## src/rtl/axi_xbar_pkg.sv

```systemverilog
// Shared crossbar definitions: read-return state encoding, id widths and response codes.
package axi_xbar_pkg;

    localparam int ID_IN_W  = 6;
    localparam int ID_OUT_W = 4;
    localparam int NUM_SLV  = 3;

    localparam logic [1:0] RESP_DECERR = 2'b11;

    typedef enum logic [1:0] {
        RD_IDLE = 2'd0,
        RD_SLV  = 2'd1,
        RD_ERR  = 2'd2
    } rd_state_e;

    function automatic logic [1:0] onehot4_to_idx(input logic [3:0] oh);
        logic [1:0] idx;
        case (oh)
            4'b0001: idx = 2'd0;
            4'b0010: idx = 2'd1;
            4'b0100: idx = 2'd2;
            4'b1000: idx = 2'd3;
            default: idx = 2'd0;
        endcase
        return idx;
    endfunction

endpackage

```

## src/rtl/rr_arb4.sv

```systemverilog
// Four-request round-robin arbiter: searches upward from ptr_i (wrapping) and returns a one-hot grant.
module rr_arb4 (
    input  logic [3:0] req_i,
    input  logic [1:0] ptr_i,
    input  logic       en_i,
    output logic [3:0] gnt_o
);

    logic [3:0] rot_s;
    logic [3:0] pick_s;

    // Rotate so ptr_i lands at bit 0, take the lowest request, rotate the pick back.
    always_comb begin
        case (ptr_i)
            2'd0:    rot_s = req_i;
            2'd1:    rot_s = {req_i[0], req_i[3:1]};
            2'd2:    rot_s = {req_i[1:0], req_i[3:2]};
            2'd3:    rot_s = {req_i[2:0], req_i[3]};
            default: rot_s = 4'b0000;
        endcase

        casez (rot_s)
            4'b???1: pick_s = 4'b0001;
            4'b??10: pick_s = 4'b0010;
            4'b?100: pick_s = 4'b0100;
            4'b1000: pick_s = 4'b1000;
            default: pick_s = 4'b0000;
        endcase

        if (en_i) begin
            case (ptr_i)
                2'd0:    gnt_o = pick_s;
                2'd1:    gnt_o = {pick_s[2:0], pick_s[3]};
                2'd2:    gnt_o = {pick_s[1:0], pick_s[3:2]};
                2'd3:    gnt_o = {pick_s[0], pick_s[3:1]};
                default: gnt_o = 4'b0000;
            endcase
        end else begin
            gnt_o = 4'b0000;
        end
    end

endmodule

```

## src/rtl/read_data_return_mux.sv

```systemverilog
// Read-data return path for one master: whole-burst round-robin over slaves 0..2 and DECERR bursts.
// Defining RD_RETURN_PERF_EN adds saturating perf_bursts / perf_beats counters.
module read_data_return_mux
    import axi_xbar_pkg::*;
#(
    parameter int unsigned DATA_W     = 32,
    parameter logic [1:0]  MASTER_IDX = 2'd0
) (
    input  logic                clk,
    input  logic                rst_n,
    input  logic [ID_IN_W-1:0]  s0_r_rid,
    input  logic [DATA_W-1:0]   s0_r_rdata,
    input  logic [1:0]          s0_r_rresp,
    input  logic                s0_r_rlast,
    input  logic                s0_r_valid,
    output logic                s0_r_ready,
    input  logic [ID_IN_W-1:0]  s1_r_rid,
    input  logic [DATA_W-1:0]   s1_r_rdata,
    input  logic [1:0]          s1_r_rresp,
    input  logic                s1_r_rlast,
    input  logic                s1_r_valid,
    output logic                s1_r_ready,
    input  logic [ID_IN_W-1:0]  s2_r_rid,
    input  logic [DATA_W-1:0]   s2_r_rdata,
    input  logic [1:0]          s2_r_rresp,
    input  logic                s2_r_rlast,
    input  logic                s2_r_valid,
    output logic                s2_r_ready,
    input  logic                inv_valid,
    input  logic [ID_OUT_W-1:0] inv_id,
    input  logic [7:0]          inv_len,
    output logic                inv_ready,
    output logic [ID_OUT_W-1:0] m_r_rid,
    output logic [DATA_W-1:0]   m_r_rdata,
    output logic [1:0]          m_r_rresp,
    output logic                m_r_rlast,
    output logic                m_r_valid,
    input  logic                m_r_ready
`ifdef RD_RETURN_PERF_EN
    ,
    output logic [15:0]         perf_bursts,
    output logic [15:0]         perf_beats
`endif
);

    logic [ID_IN_W-1:0]  s_rid_s   [NUM_SLV];
    logic [DATA_W-1:0]   s_rdata_s [NUM_SLV];
    logic [1:0]          s_rresp_s [NUM_SLV];
    logic [NUM_SLV-1:0]  s_rlast_s;
    logic [NUM_SLV-1:0]  s_valid_s;
    logic [NUM_SLV-1:0]  s_ready_s;
    logic [NUM_SLV-1:0]  s_match_s;

    rd_state_e           state_q, state_d;
    logic [1:0]          gnt_q, gnt_d;
    logic [1:0]          rr_ptr_q, rr_ptr_d;
    logic [7:0]          beat_cnt_q, beat_cnt_d;
    logic [7:0]          inv_len_q, inv_len_d;
    logic [ID_OUT_W-1:0] inv_id_q, inv_id_d;
    logic [3:0]          req_s;
    logic [3:0]          gnt_oh_s;
    logic                arb_en_s;

    assign s_rid_s[0]   = s0_r_rid;
    assign s_rid_s[1]   = s1_r_rid;
    assign s_rid_s[2]   = s2_r_rid;
    assign s_rdata_s[0] = s0_r_rdata;
    assign s_rdata_s[1] = s1_r_rdata;
    assign s_rdata_s[2] = s2_r_rdata;
    assign s_rresp_s[0] = s0_r_rresp;
    assign s_rresp_s[1] = s1_r_rresp;
    assign s_rresp_s[2] = s2_r_rresp;
    assign s_rlast_s    = {s2_r_rlast, s1_r_rlast, s0_r_rlast};
    assign s_valid_s    = {s2_r_valid, s1_r_valid, s0_r_valid};
    assign s0_r_ready   = s_ready_s[0];
    assign s1_r_ready   = s_ready_s[1];
    assign s2_r_ready   = s_ready_s[2];

    // A slave requests only with a beat tagged for this master in rid[5:4].
    always_comb begin
        for (int i = 0; i < NUM_SLV; i++) begin
            s_match_s[i] = s_valid_s[i] & (s_rid_s[i][ID_IN_W-1 -: 2] == MASTER_IDX);
        end
    end

    assign req_s    = {inv_valid, s_match_s};
    assign arb_en_s = (state_q == RD_IDLE);

    rr_arb4 u_arb (
        .req_i (req_s),
        .ptr_i (rr_ptr_q),
        .en_i  (arb_en_s),
        .gnt_o (gnt_oh_s)
    );

    // Next-state and output decode; the grant is held until the rlast handshake.
    always_comb begin
        state_d    = state_q;
        gnt_d      = gnt_q;
        rr_ptr_d   = rr_ptr_q;
        beat_cnt_d = beat_cnt_q;
        inv_len_d  = inv_len_q;
        inv_id_d   = inv_id_q;
        s_ready_s  = {NUM_SLV{1'b0}};
        inv_ready  = 1'b0;
        m_r_valid  = 1'b0;
        m_r_rid    = {ID_OUT_W{1'b0}};
        m_r_rdata  = {DATA_W{1'b0}};
        m_r_rresp  = 2'b00;
        m_r_rlast  = 1'b0;

        case (state_q)
            RD_IDLE: begin
                if (gnt_oh_s[3]) begin
                    inv_ready  = 1'b1;
                    inv_id_d   = inv_id;
                    inv_len_d  = inv_len;
                    beat_cnt_d = 8'd0;
                    state_d    = RD_ERR;
                end else if (|gnt_oh_s) begin
                    gnt_d   = onehot4_to_idx(gnt_oh_s);
                    state_d = RD_SLV;
                end else begin
                    state_d = RD_IDLE;
                end
            end
            RD_SLV: begin
                m_r_valid        = s_valid_s[gnt_q];
                m_r_rid          = s_rid_s[gnt_q][ID_OUT_W-1:0];
                m_r_rdata        = s_rdata_s[gnt_q];
                m_r_rresp        = s_rresp_s[gnt_q];
                m_r_rlast        = s_rlast_s[gnt_q];
                s_ready_s[gnt_q] = m_r_ready;
                if (s_valid_s[gnt_q] && m_r_ready && s_rlast_s[gnt_q]) begin
                    rr_ptr_d = gnt_q + 2'd1;
                    state_d  = RD_IDLE;
                end else begin
                    state_d  = RD_SLV;
                end
            end
            RD_ERR: begin
                m_r_valid = 1'b1;
                m_r_rid   = inv_id_q;
                m_r_rresp = RESP_DECERR;
                m_r_rlast = (beat_cnt_q == inv_len_q);
                if (m_r_ready && m_r_rlast) begin
                    rr_ptr_d = 2'd0;
                    state_d  = RD_IDLE;
                end else if (m_r_ready) begin
                    beat_cnt_d = beat_cnt_q + 8'd1;
                end else begin
                    beat_cnt_d = beat_cnt_q;
                end
            end
            default: begin
                state_d = RD_IDLE;
            end
        endcase
    end

    // Control state registers.
    always_ff @(posedge clk or negedge rst_n) begin
        if (!rst_n) begin
            state_q    <= RD_IDLE;
            gnt_q      <= 2'd0;
            rr_ptr_q   <= 2'd0;
            beat_cnt_q <= 8'd0;
            inv_len_q  <= 8'd0;
            inv_id_q   <= {ID_OUT_W{1'b0}};
        end else begin
            state_q    <= state_d;
            gnt_q      <= gnt_d;
            rr_ptr_q   <= rr_ptr_d;
            beat_cnt_q <= beat_cnt_d;
            inv_len_q  <= inv_len_d;
            inv_id_q   <= inv_id_d;
        end
    end

`ifdef RD_RETURN_PERF_EN
    logic        hs_s;
    logic [15:0] perf_bursts_q;
    logic [15:0] perf_beats_q;

    assign hs_s        = m_r_valid & m_r_ready;
    assign perf_bursts = perf_bursts_q;
    assign perf_beats  = perf_beats_q;

    // Saturating counters of master-side beats and completed bursts.
    always_ff @(posedge clk or negedge rst_n) begin
        if (!rst_n) begin
            perf_bursts_q <= 16'd0;
            perf_beats_q  <= 16'd0;
        end else begin
            if (hs_s && (perf_beats_q != 16'hFFFF)) begin
                perf_beats_q <= perf_beats_q + 16'd1;
            end else begin
                perf_beats_q <= perf_beats_q;
            end
            if (hs_s && m_r_rlast && (perf_bursts_q != 16'hFFFF)) begin
                perf_bursts_q <= perf_bursts_q + 16'd1;
            end else begin
                perf_bursts_q <= perf_bursts_q;
            end
        end
    end
`endif

endmodule

```

## config.mk

```make
export PLATFORM = sky130hd
export DESIGN_NAME = read_data_return_mux
export DESIGN_NICKNAME = d
export VERILOG_FILES = /design/src/rtl/axi_xbar_pkg.sv /design/src/rtl/rr_arb4.sv /design/src/rtl/read_data_return_mux.sv
export SDC_FILE = /design/constraint.sdc
export NUM_CORES = 1
export LEC_CHECK = 0
export CAP_MARGIN = 20
export CORE_MARGIN = 5
export CORE_UTILIZATION = 30
export DETAILED_ROUTE_END_ITERATION = 10
export GPL_ROUTABILITY_DRIVEN = 0
export PLACE_DENSITY_LB_ADDON = 0.2
export SYNTH_ARGS = -nofsm -noshare
export SYNTH_HDL_FRONTEND = slang
export SYNTH_HIERARCHICAL = 1
export SYNTH_SLANG_ARGS = --single-unit
```

## constraint.sdc

```tcl
create_clock -name clk -period 4.1 [get_ports clk]
set_input_delay 0.82 -clock clk [delete_from_list [all_inputs] [get_ports clk]]
set_output_delay 0.82 -clock clk [all_outputs]
set_load 0.05 [all_outputs]
```

-- Yosys cells after proc, flatten, opt, wreduce, memory -nomap -nowiden
Cells that the tools add are included.
- flip-flop bits (word level): 26
- bits of input ports: 142
- output and inout bits: 44
- word-level logic and storage cells: 89
- add/sub/neg operators: 2
- magnitude comparators: 3
- equal/unequal tests: 17
- muxes and demuxes: 39
- bitwise logic cells: 6
- reduce and logical (&&, ||, !) cells: 16
- operator list (kind ; count):
    $mux W32 ; 3
    $bmux W32 S2 ; 1
    $pmux W4 S4 ; 3
    $mux W8 ; 3
    $pmux W8 S2 ; 1
    $bmux W6 S2 ; 1
    $mux W4 ; 3
    $pmux W2 S3 ; 2
    $logic_not A2 Y1 ; 5
    $mux W2 ; 5
    $ne A2 B2 Y1 const B ; 5
    $add A8 B1 Y8 const B ; 1
    $eq A2 B2 Y1 const B ; 4
    $eq A4 B4 Y1 const B ; 2
    $eq A8 B8 Y1 ; 1
    $pmux W2 S2 ; 2
    $pmux W4 S2 ; 1
    $mux W1 ; 7
    $reduce_and A3 Y1 ; 2
    $bmux W1 S2 ; 2
    $bmux W2 S2 ; 1
    $eq A2 B1 Y1 const B ; 2
    $eq A4 B2 Y1 const B ; 1
    $eq A4 B3 Y1 const B ; 1
    17 further kinds ; 24

-- Depth between registers and ports, before layout
Gate-level depths: netlist of run 1.
- depth in word-level cells: 11
- mapped depth: 10
- depth with buffers taken out: 9

-- Modules after synthesis
The synthesis of run 1 kept the hierarchy.
- modules (own cells, without submodules) (module ; times used ; cells each ; area an instance (µm²) ; seq. area each (µm²)):
    read_data_return_mux ; 1 ; 329 ; 2675.1 ; 650.6
    rr_arb4 ; 1 ; 23 ; 145.1 ; 0.0

-- Least setup slack after synthesis of run 1
No wires, ideal clock.
- path type: in2out
- start: input s2_r_rid[5]
- end: output inv_ready
- arrival time: 2.236 ns
- data required time: 3.280 ns
- setup slack: 1.044 ns
- cell stages on the path: 7
- path buffers: 1
- path through: nor3b_1 > o2bb2ai_1 > and2_1 > o221a_1 > nand2_1 > inv_2 > buf_2
- cells in the longest elaborated chain, start to end: 9
- elaborated cells between the ends (all ways): 11
- classes of those cells: eq/ne (3); mux (6); bitwise (1); reduce/logical (1)
- RTL lines (what ; line ; RTL):
    start, declared ; read_data_return_mux.sv:23 ; input logic [ID_IN_W-1:0] s2_r_rid,
    $logic_not A2 Y1 * ; read_data_return_mux.sv:82 ; s_match_s[i] = s_valid_s[i] & (s_rid_s[i][ID_IN_W-1 -: 2] == MASTER_IDX);
    $and A1 B1 Y1 * ; read_data_return_mux.sv:82 ;
    $pmux W4 S4 * ; rr_arb4.sv:14 ; case (ptr_i)
    $eq A4 B4 Y1, or another cell as far along ; rr_arb4.sv:22 ; casez (rot_s)
    $pmux W4 S4 * ; rr_arb4.sv:22 ;
    $pmux W4 S4 * ; rr_arb4.sv:31 ; case (ptr_i)
    $mux W4 * ; rr_arb4.sv:30 ; if (en_i) begin
    net gnt_oh_s[3] ; read_data_return_mux.sv:61 ; logic [3:0] gnt_oh_s;
    $mux W1 * ; read_data_return_mux.sv:114 ; if (gnt_oh_s[3]) begin
    $mux W1 * ; read_data_return_mux.sv:112 ; case (state_q)
    end, declared ; read_data_return_mux.sv:32 ; output logic inv_ready,
Mark *: on every way through the listed nets, which the timed path passes. The rest lies on a longest branch.

-- Worst setup path after layout of run 1
- start: input s2_r_valid
- end: output inv_ready
- cells in the longest elaborated chain, start to end: 8
- elaborated cells between the ends (all ways): 10
- classes of those cells: eq/ne (3); mux (6); bitwise (1)
- RTL lines (what ; line ; RTL):
    start, declared ; read_data_return_mux.sv:27 ; input logic s2_r_valid,
    $and A1 B1 Y1 * ; read_data_return_mux.sv:82 ;
    net req_s[2] ; read_data_return_mux.sv:60 ; logic [3:0] req_s;
    $pmux W4 S4 * ; rr_arb4.sv:14 ;
    $eq A4 B4 Y1, or another cell as far along ; rr_arb4.sv:22 ;
    $pmux W4 S4 * ; rr_arb4.sv:22 ;
    $pmux W4 S4 * ; rr_arb4.sv:31 ;
    $mux W4 * ; rr_arb4.sv:30 ;
    net gnt_oh_s[3] ; read_data_return_mux.sv:61 ;
    $mux W1 * ; read_data_return_mux.sv:114 ;
    $mux W1 * ; read_data_return_mux.sv:112 ;
Marks and branches as above.

==> results by group, run 1 <==
Timing
  – Max Fclk: 264.8 MHz
  – RSZ-0062 raised after global routing: false
  – Hold Worst Slack: 0.5216 ns
  – Setup Skew: 0.003230 ns
  – Post-route setup TNS: 0 ns
  – Tcrit/Tclk final: 92.12%
  – Tmin final: 3.777 ns
  – Fin. Hold Viols: 0
  – Worst relative slew slack: 45.58%
  – Finish-stage setup viols: 0
  – Worst Max-Slew Pin Slew: 0.8126 ns
  – Slew Viols, Final: 0

Placement
  – Placed cell area: 5165 um^2
  – Buffers added on ports: 185
  – Final HPWL from detailed placement: 10030 um

Logic synthesis
  – Synthesized flop and latch total: 26
  – Post-Syn Area per Cell: 8.012 um^2
  – Ys flop type: dfrtp_1
  – Post-synth ARST share: 100.0%
  – Post-synth top area share: 23.07%
  – Cells after Synth: 352
  – Synth area leaders: dfrtp_1 23%, mux2i_1 15%, and2_1 7.5%, nand2_1 6.3%, o21ai_1 6.2%
  – EDFF count, synth: 0
  – Synth Net Count: 501
  – Unique masters post-synth: 52
  – Mapped cell area: 2820 um^2
  – Area leader, netlist: dfrtp_1
  – Post-synthesis sequential area ratio: 23.07%
  – Yosys warns: 6

Global routing
  – Total track usage: 20.41%
  – Global route total overflow: 0
  – First-pass GRT wire length: 18390 um
  – Initial antenna violation count: 0
  – Largest net degree at the start of global routing: 41
  – Number of global-route vias before repair: 3217

CTS
  – H-tree depth: 1
  – Resized Gates After CTS: 0
  – Cts bufs inserted: 3
  – Clock latency on the worst-skew pair: 0.27 ns
  – Clock slew at reported path FFs: 0.09 ns
  – Clock sinks: 26
  – Hold Buf Count CTS: 0
  – CTS tree: done
  – Post-CTS Setup Inserts: 0
  – Clock tree buffer depth: 2
  – Root Buffer: clkbuf_8

Die
  – Initial Util: 30.67%
  – Die Wd: 107.0 um
  – Rows: 35
  – Die H: 107.0 um
  – I/O Pins: 186
  – Die ar.: 11440 um^2
  – Placeable Area: 9196 um^2

Setup path
  – Worst setup EP type: output pin
  – Arr. time, crit path: 2.96 ns
  – CP Class: primary input to output pin
  – Worst Setup Start Kind: primary input
  – CP Max Fanout: 6
  – FF-to-FF path depth: 5
  – Critical path required time: 3.28 ns

Finish
  – Layout cells sized above 1: 14.58%
  – Filler cells: 827
  – Most frequent cells in the layout: 146 x clkdlybuf4s50_1, 47 x nand2_1, 43 x mux2i_1, 38 x buf_12, 35 x o21ai_1
  – Final #Nets: 678
  – Final Util: 57.06%
  – Most common cell after layout, fill and taps aside: clkdlybuf4s50_1
  – N_diodes: 0
  – Sequential cell area: 651.9 um^2
  – Area Overhead vs Synth: 86.07%
  – Finished Cell Area: 5248 um^2
  – Multi-input gate area: 2017 um^2

Min path
  – Worst min path class: flop to flop
  – Worst Hold Path Cells: 1

Power and ir drop
  – Combinational share of power: 80.4%
  – PwrDens: 614.1 nW/um^2
  – Pint: 1.637 mW
  – Share of power burned in registers: 14.4%
  – Clock power share: 5.2%
  – Psw: 1.585 mW
  – Fraction of power spent switching nets: 49.19%
  – Leak: 2.049 nW
  – VDD IR-drop max: 0.4888 mV

Drt
  – DR WL/cell: 19.14 um
  – Routed via count: 3297
  – Via density: 5.160
  – DRC errors left: 0
  – ANT nets after route: 0
  – Initial drt markers: 93
  – Final WL: 12230 um
  – Pre-antenna DRT Iters: 4

Status
  – Status: finished clean

Job
  – Max-cap violations: 0
## final timing paths
check                             from      endpoint  slack [ns]
max in group asynchronous        rst_n      gnt_q[0]        2.67
hold / removal             inv_id_q[3]   inv_id_q[3]        0.52
min in group asynchronous        rst_n  inv_len_q[4]        0.86
hold reg to reg            inv_id_q[3]   inv_id_q[3]        0.52
setup reg to reg              gnt_q[1]   rr_ptr_q[0]        1.80
setup / recovery            s2_r_valid     inv_ready        0.32
## sequential cells by signal (all words and copies together), names as in the netlist
register    flops
rr_ptr_q        2
inv_id_q        4
state_q         2
inv_len_q       8
gnt_q           2
beat_cnt_q      8
## power groups by stage
stage / logic [mW] / registers (mW) / clock network (mW)
floorplan: 1.56 / 0.416 / 0
global placement: 2.57 / 0.461 / 0
finish: 2.59 / 0.463 / 0.169
CTS: 2.61 / 0.464 / 0.173
global route: 2.74 / 0.477 / 0.185
detailed placement: 2.60 / 0.470 / 0
## synthesized netlist by cell type, types with 7 or more instances
master    count
nor2b_1      12
nor2_1       10
mux2_2       12
buf_2        10
a21oi_1      10
and2_1       34
inv_1         9
buf_1         7
o21ai_1      35
o21ai_0       9
xnor2_1       8
clkbuf_1      7
nand2_1      47
mux2i_1      43
dfrtp_1      26
ha_1          7
## metal layers
metal | track usage (%) | share of wire, %
met3 | 5.418 | 8.1
met5 | 0 | 0
met2 | 35.93 | 50
met4 | 5.297 | 2.2
met1 | 24.56 | 40
## critical path: stages
cell and delay, ns:
clkdlybuf4s50_1 0.47, nor3b_1 0.56, o2bb2ai_1 0.17, and2_1 0.19, o221a_1 0.26, nand2_1 0.23
inv_2 0.06, buf_4 0.19
## through the flow
step	instances	total power [mW]	setup slack (ns)
2_1_floorplan	352	1.980	1.044
3_3_place_gp	634	3.032	0.4078
3_5_place_dp	634	3.071	0.3122
4_1_cts	638	3.245	0.3070
5_1_grt	639	3.406	0.1872
6_report	639	3.223	0.3230
## final cells by class
class / instances / area share [%]
Inverter: 10 / 0.7153
Tap cell: 111 / 2.647
Multi-Input combinational cell: 290 / 38.44
Clock buffer: 4 / 1.049
Sequential cell: 26 / 12.42
Timing Repair Buffer: 198 / 44.73
## logic make-up (layout without fill, tap and decap cells)
| family | after synthesis | in the layout | share of synthesized area [%] |
|---|---|---|---|
| fa+ha+maj | 7 | 7 | 3.105 |
| buf+inv | 36 | 212 | 5.501 |
| mux | 57 | 57 | 20.85 |
| compound gates | 82 | 82 | 18.37 |
| flops | 26 | 26 | 23.07 |
| xor+xnor | 12 | 12 | 3.727 |
| simple gates | 132 | 132 | 25.38 |
Note: power is estimated with default switching activity, not from simulation.
==> run 2: changes to the inputs <==
--- a/config.mk
+++ b/config.mk
@@ -9,6 +9,7 @@
 export CORE_MARGIN = 5
 export CORE_UTILIZATION = 30
 export DETAILED_ROUTE_END_ITERATION = 10
+export DONT_BUFFER_PORTS = 1
 export GPL_ROUTABILITY_DRIVEN = 0
 export PLACE_DENSITY_LB_ADDON = 0.2
 export SYNTH_ARGS = -nofsm -noshare
==> constraint.sdc (replaced) <==
create_clock -name clk -period 4.1 [get_ports clk]
set_input_delay 0.82 -clock clk [delete_from_list [all_inputs] [get_ports clk]]
set_output_delay 0.82 -clock clk [all_outputs]
set_load 0.02 [all_outputs]
==> run 2 against run 1 <==
Hold slack worse by 0.29 ns. Core utilization is 25 points lower. Die area stayed put. Register-to-register slack hardly changed. Power is 36% lower. Fmax is 17% higher. Sequential cell count stayed put. Clock-buffer cell count is 1 lower.
==> results by group, run 2 (synthesized netlist as in run 1, its figures left out) <==
Setup path
  – CP Class: primary input to output pin (unchanged)
  – Critical path required time: 3.28 ns (about the same)
  – CP startpoint: s2_r_rid[5] (was s2_r_valid)
  – Arr. time, crit path: 2.41 ns (was 2.96 ns)
  – Worst Setup Start Kind: primary input (unchanged)
  – Crit Reg-Reg Endpoint: beat_cnt_q[4] (was rr_ptr_q[0])
  – Worst Setup EP: inv_ready (unchanged)
  – R2r setup slk: 1.80 ns (about the same)
  – FF-to-FF path depth: 5 (unchanged)
  – Reg-to-reg critical path startpoint: state_q[0] (was gnt_q[1])
  – Worst setup EP type: output pin (unchanged)
  – CP Max Fanout: 16 (was 6)

CTS
  – H-tree depth: 1 (unchanged)
  – CTS tree: done (unchanged)
  – Clock slew at reported path FFs: 0.09 ns (about the same)
  – Clock latency on the worst-skew pair: 0.27 ns (about the same)
  – Post-CTS Setup Inserts: 0 (unchanged)
  – Cts bufs inserted: 3 (unchanged)
  – Clock tree buffer depth: 2 (unchanged)
  – Resized Gates After CTS: 0 (unchanged)
  – Root Buffer: clkbuf_8 (unchanged)
  – Hold Buf Count CTS: 0 (unchanged)
  – Clock sinks: 26 (unchanged)

Drt
  – Via density: 5.666 (was 5.160)
  – Routed via count: 2544 (was 3297)
  – Pre-antenna DRT Iters: 4 (unchanged)
  – Initial drt markers: 169 (was 93)
  – Final WL: 9068 um (was 12230 um)
  – ANT nets after route: 0 (unchanged)
  – DR WL/cell: 20.20 um (was 19.14 um)
  – DRC errors left: 0 (unchanged)

Finish
  – Layout cells sized above 1: 9.763% (was 14.58%)
  – Area Overhead vs Synth: 5.546% (was 86.07%)
  – Most common cell after layout, fill and taps aside: nand2_1 (was clkdlybuf4s50_1)
  – Final #Nets: 488 (was 678)
  – Final Util: 32.37% (was 57.06%)
  – Most frequent cells in the layout: 47 x nand2_1, 43 x mux2i_1, 35 x o21ai_1, 34 x and2_1, 25 x dfrtp_1 (was 146 x clkdlybuf4s50_1, 47 x nand2_1, 43 x mux2i_1, 38 x buf_12, 35 x o21ai_1)
  – N_diodes: 0 (unchanged)
  – Biggest regs: beat_cnt_q x8, inv_len_q x8, inv_id_q x4 (unchanged)
  – Finished Cell Area: 2977 um^2 (was 5248 um^2)

Timing
  – Worst Max-Slew Pin Slew: 0.7545 ns (was 0.8126 ns)
  – Finish-stage setup viols: 0 (unchanged)
  – Fin. Hold Viols: 0 (unchanged)
  – Fin worst setup slack: 0.8750 ns (was 0.3230 ns)
  – Tcrit/Tclk final: 78.66% (was 92.12%)
  – Max Fclk: 310.1 MHz (was 264.8 MHz)
  – Hold Worst Slack: 0.2308 ns (was 0.5216 ns)
  – Tmin final: 3.225 ns (was 3.777 ns)
  – Worst relative slew slack: 49.70% (was 45.58%)
  – Slew Viols, Final: 0 (unchanged)
  – Setup Skew: 0.001646 ns (was 0.003230 ns)
  – Post-route setup TNS: 0 ns (unchanged)
  – RSZ-0062 raised after global routing: false (unchanged)

Global routing
  – Initial antenna violation count: 0 (unchanged)
  – Number of global-route vias before repair: 2456 (was 3217)
  – Total track usage: 14.69% (was 20.41%)
  – Global route total overflow: 0 (unchanged)
  – Largest net degree at the start of global routing: 47 (was 41)
  – First-pass GRT wire length: 13500 um (was 18390 um)

Placement
  – Buffers added on ports: 0 (was 185)
  – Place WS: 0.9031 ns (was 0.3122 ns)
  – Final HPWL from detailed placement: 7248 um (was 10030 um)
  – Placed cell area: 2905 um^2 (was 5165 um^2)

Die
  – Die ar.: 11440 um^2 (unchanged)
  – Rows: 35 (unchanged)
  – Placeable Area: 9196 um^2 (unchanged)
  – Initial Util: 30.67% (unchanged)
  – Die Wd: 107.0 um (unchanged)
  – Die H: 107.0 um (unchanged)
  – I/O Pins: 186 (unchanged)

Power and ir drop
  – VDD IR-drop max: 0.2691 mV (was 0.4888 mV)
  – Leak: 1.129 nW (was 2.049 nW)
  – PwrDens: 695.2 nW/um^2 (was 614.1 nW/um^2)

Job
  – Max-cap violations: 0 (unchanged)

Min path
  – Worst min path class: primary input to async pin (was flop to flop)

Status
  – Status: finished clean (unchanged)
-- run 2: changes by cell type in the layout (fill, tap and decap cells not counted), sizes merged --
| cell | delta |
|---|---|
| bufinv | +1 |
| buf | -44 |
| clkdlybuf4s50 | -146 |
| clkbuf | -1 |
-- run 2: worst max-delay path: stages --
cell and delay [ns]:
nor3b_1 0.54, o2bb2ai_1 0.18, and2_1 0.19, o221a_1 0.25
nand2_1 0.19, inv_2 0.22
-- run 2: how the worst min path moves through the flow --
stage | end | slack [ns] | cells after the start
floorplan | inv_id_q[0] | 0.48 | 1
global placement | inv_id_q[2] | 0.51 | 1
detailed placement | inv_id_q[2] | 0.50 | 1
CTS | inv_len_q[1] | 0.22 | 0
global route | inv_len_q[1] | 0.20 | 0
finish | inv_len_q[2] | 0.23 | 0
-- run 2: final cells by class --
class,instances,area [um^2]
sequential,26,651.9
tap,111,138.9
inverter,10,37.54
clock inverter,1,30.03
fill,996,6220
clock buffer,3,41.29
timing repair buffer,8,60.06
multi-input combinational,290,2017
-- run 2: per-stage QoR --
| stage | total power [mW] | cells |
|---|---|---|
| after global placement | 1.863 | 445 |
| final | 2.069 | 449 |
| after floorplan | 1.628 | 352 |
| after CTS | 2.098 | 449 |
| after detailed placement | 1.879 | 445 |
| after global routing | 2.253 | 449 |
-- run 2: power breakdown --
group	switching (mW)	leakage (nW)	internal (mW)
sequential	0.0815	0.329	0.355
clock	0.0824	0.0357	0.131
combinational	0.881	0.764	0.539
total	1.04	1.13	1.02
-- run 2: routing by layer --
metal  vias to the layer above  track usage (%)  part of all wire (%)  wire length [um]
met5                         -                0                     0                 0
met4                         0            2.192                  0.51                46
met3                         4            4.636                   9.6               870
met2                       115            27.88                    53              4771
met1                      1215            16.21                    37              3379
li1                       1210                -                     -                 -
